===== src/rtl/display_timing.sv =====
// VGA raster timing: pixel prescaler, h/v counters and registered sync/bright decode.
// Decoded outputs are computed from next-state counters so they change on the same edge as hCount/vCount.
module display_timing #(
    parameter int CLK_DIV  = 4,
    parameter int H_SYNC   = 96,
    parameter int H_BP     = 48,
    parameter int H_ACTIVE = 640,
    parameter int H_TOTAL  = 800,
    parameter int V_SYNC   = 2,
    parameter int V_BP     = 33,
    parameter int V_ACTIVE = 480,
    parameter int V_TOTAL  = 525
) (
    input  logic       clk,
    input  logic       rst,
    output logic [9:0] hCount,
    output logic [9:0] vCount,
    output logic       hSync,
    output logic       vSync,
    output logic       bright,
    output logic       pix_en,
    output logic       frame_tick
);
    localparam int PW = (CLK_DIV > 1) ? $clog2(CLK_DIV) : 1;
    localparam logic [PW-1:0] PS_MAX = PW'(CLK_DIV - 1);
    localparam logic [9:0] H_MAX = 10'(H_TOTAL - 1);
    localparam logic [9:0] V_MAX = 10'(V_TOTAL - 1);
    localparam int H_VIS_LO = H_SYNC + H_BP;
    localparam int H_VIS_HI = H_SYNC + H_BP + H_ACTIVE;
    localparam int V_VIS_LO = V_SYNC + V_BP;
    localparam int V_VIS_HI = V_SYNC + V_BP + V_ACTIVE;

    logic [PW-1:0] presc;
    logic [9:0]    h_nxt, v_nxt;

    // Gated by rst so the strobe stays low in reset even when CLK_DIV=1.
    assign pix_en     = rst & (presc == PS_MAX);
    assign frame_tick = pix_en & (hCount == H_MAX) & (vCount == V_MAX);

    always_comb begin
        h_nxt = hCount;
        v_nxt = vCount;
        if (pix_en) begin
            if (hCount == H_MAX) begin
                h_nxt = '0;
                v_nxt = (vCount == V_MAX) ? 10'd0 : vCount + 10'd1;
            end else begin
                h_nxt = hCount + 10'd1;
            end
        end
    end

    always_ff @(posedge clk or negedge rst) begin
        if (!rst) begin
            presc  <= '0;
            hCount <= '0;
            vCount <= '0;
            hSync  <= 1'b0;
            vSync  <= 1'b0;
            bright <= 1'b0;
        end else begin
            presc  <= (presc == PS_MAX) ? '0 : presc + PW'(1);
            hCount <= h_nxt;
            vCount <= v_nxt;
            hSync  <= int'(h_nxt) >= H_SYNC;
            vSync  <= int'(v_nxt) >= V_SYNC;
            bright <= (int'(h_nxt) >= H_VIS_LO) && (int'(h_nxt) < H_VIS_HI) &&
                      (int'(v_nxt) >= V_VIS_LO) && (int'(v_nxt) < V_VIS_HI);
        end
    end
endmodule


===== config.mk =====
export PLATFORM = sky130hd
export DESIGN_NAME = display_timing
export DESIGN_NICKNAME = d
export VERILOG_FILES = /design/src/rtl/display_timing.sv
export SDC_FILE = /design/constraint.sdc
export NUM_CORES = 1
export LEC_CHECK = 0
export ABC_AREA = 1
export CAP_MARGIN = 20
export CORE_MARGIN = 1.5
export CORE_UTILIZATION = 58
export CTS_BUF_LIST = sky130_fd_sc_hd__clkbuf_8
export CTS_CLUSTER_DIAMETER = 120
export DETAILED_ROUTE_END_ITERATION = 8
export GPL_ROUTABILITY_DRIVEN = 0
export MAX_ROUTING_LAYER = met4
export PLACE_DENSITY_LB_ADDON = 0.08
export SLEW_MARGIN = 0
export SYNTH_ARGS = -nofsm -noshare
export SYNTH_HDL_FRONTEND = slang
export SYNTH_SLANG_ARGS = --single-unit

===== constraint.sdc =====
create_clock -name clk -period 2.7 [get_ports clk]
set_input_delay 0.54 -clock clk [delete_from_list [all_inputs] [get_ports clk]]
set_output_delay 0.54 -clock clk [all_outputs]
set_load 0.1 [all_outputs]

==> results.tsv <==
metric	value	unit
status	completed	
cts_tree	yes	
fill_cells	202	
register_area	634	um2
grt_first_pass_wirelength	5.73	mm
rsz0062_at_grt	no	
design_area	1870	um2
wl_per_cell	12.5	um
syn_nets	221	
syn_area_per_cell	7.18	um2
syn_inst	215	
end_kind	output port	
diodes	0	
die_h	54.6	um
critical_path_peak_fanout	10	
power	0.894	mW
coreArea	2500	um2
antenna_found_initial	0	
relSlewSlack	78.7	%
maxSlewViolCount	0	
ys_warn_count	0	
path_clk_slew	0.08	ns
layout_common_cells	44 x nand2_1, 40 x inv_1, 35 x nor2_1, 26 x buf_4, 24 x nand3_1	
power_density	478	nW/um2
hold_viol	0	
worst_pin_slew	0.320	ns
grt_usage	27.3	%
crit_start	rst	
yosysSeqAreaShare	40.6	%
grt_pass1_vias	1378	
finalSetupTns	0	ns
vias_per_cell	5.32	
pre_cts_ws	0.244	ns
routed_wl	3.47	mm
cts_setup_buffers	0	
period_share	90.5	%
core.rowCount	18	
firstDrtPassIters	4	
vias	1475	
synth_cell_types	25	
dieArea	2980	um2
htree_levels	1	
clk_latency	0.27	ns
post-route-min-period	2.44	ns
grt-ovfl-total	0	
crit_type	input pin to output port	
antenna_left	0	
multi_input_area	744	um2
setup_viol	0	
root_buffer	clkbuf_8	
finalClockSkew	0.00582	ns
slowest_stage	clkdlybuf4s50_1	
layout_commonest_cell	nand2_1	
initial_core_util	61.7	%
grt_max_degree	26	
clockBufferDepth	2	
drive_gt1_share	22.7	%
ys_ff_latch	25	
cp.arrival	1.90	ns
max_freq	0.409	GHz
drc_errors	0	
setup_ws	0.256	ns
hpwl	2.70	mm
ir_drop	675	uV
ios	27	
cts_sinks	25	
fp.dieW	54.6	um
cts_buffers	3	
hold_buffers	0	
io_buffers	26	
area_growth	21.2	%
syn-cell-area	1540	um2
leakagePower	1.02	nW
min_path_type	flop to flop	
fin_nets	254	
path_cells	clkdlybuf4s50_1, nand2_2, inv_2, nand3_4, inv_1, nand2_2, inv_1, buf_12	
drv_cap	0	
hold_path.startpoint	presc[0]	
critPathRequiredTime	2.16	ns
cp_slowest_stage_delay	0.50	ns
drt-initial-drc-count	46	
placed_cell_area	1820	um2
worstSetupStartpointType	input pin	
post_cts_resized	0	
r2r_start	presc[0]	
synth_stat cells:
| library cell | count | area (um2) |
|---|---|---|
| nor2_8 | 1 | 20.0 |
| dfrtp_1 | 25 | 626 |
| nor3_1 | 2 | 10.0 |
| nand2_1 | 44 | 165 |
| buf_6 | 1 | 11.3 |
| nor3_2 | 1 | 10.0 |
| nand3b_1 | 1 | 7.51 |
| inv_2 | 3 | 11.3 |
| nor2_1 | 35 | 131 |
| a21oi_1 | 2 | 10.0 |
| nor2_4 | 1 | 11.3 |
| ha_1 | 4 | 50.1 |
| nand4_1 | 6 | 37.5 |
| o21ai_0 | 5 | 25.0 |
| a22o_1 | 1 | 8.76 |
| nand3_4 | 1 | 17.5 |
| xor2_1 | 1 | 8.76 |
| nand2_2 | 5 | 31.3 |
| nor2_2 | 4 | 25.0 |
| nand3_1 | 24 | 120 |
| o21ai_2 | 1 | 8.76 |
| xnor2_1 | 2 | 17.5 |
| inv_1 | 40 | 150 |
| o2111ai_1 | 1 | 8.76 |
| o21ai_1 | 4 | 20.0 |
area by class of cell:
cell class / count / share of cell area [%]
clock buffer: 3 / 2.21
tap: 30 / 2.01
timing repair buffer: 29 / 13.1
clock inverter: 1 / 0.268
multi-input combinational: 146 / 39.8
sequential: 25 / 33.9
inverter: 43 / 8.63
kinds of logic (layout without fill, tap and decap cells):
logic type / Yosys count / count (layout) / share of synthesized area, %
buffers and inverters: 44 / 76 / 11.2
AO/OA/AOI/OAI: 14 / 14 / 5.27
XOR/XNOR: 3 / 3 / 1.70
adder cells (fa/ha/maj): 4 / 4 / 3.24
flip-flops: 25 / 25 / 40.6
AND/OR/NAND/NOR: 125 / 125 / 38.0
critical path: cells and delay by family:
family | cells | cell delay, ns
simple gates | 3 | 0.26
buf+inv | 5 | 1.09
path summary, 6_finish.rpt:
kind,endpoint,slack (ns),depth (start not counted)
max in group asynchronous,hCount[0],1.75,2
max reg2reg,bright,0.71,13
min,presc[0],0.46,1
max,frame_tick,0.26,8
min in group asynchronous,hCount[5],0.69,2
min reg2reg,presc[0],0.46,1
report_power, final:
group / internal [mW] / total (mW) / switching, mW
Sequential: 0.399 / 0.425 / 0.0268
Clock: 0.103 / 0.223 / 0.119
Combinational: 0.0504 / 0.246 / 0.196
Total: 0.552 / 0.894 / 0.342
per-layer routing:
| metal | track usage (%) | vias up | share of wire [%] |
|---|---|---|---|
| met1 | 31.0 | 680 | 41 |
| met4 | 10.0 | 0 | 1.5 |
| met2 | 49.6 | 52 | 53 |
| li1 | - | 734 | - |
| met5 | - | - | 0 |
| met3 | 2.73 | 9 | 4.4 |
through the flow:
step,utilization (%),cells,hold slack (ns)
after floorplan,-,215,0.244
after global placement,72.9,273,0.413
after detailed placement,72.9,273,0.451
after CTS,74.8,277,0.462
after global routing,74.8,277,0.479
final,74.8,277,0.458
state kept, by name, summed over array words and instances (netlist names):
name	cells
vCount	10
hCount	10
hSync	1
bright	1
vSync	1
presc	2
Power figures use the tool's default switching activity.
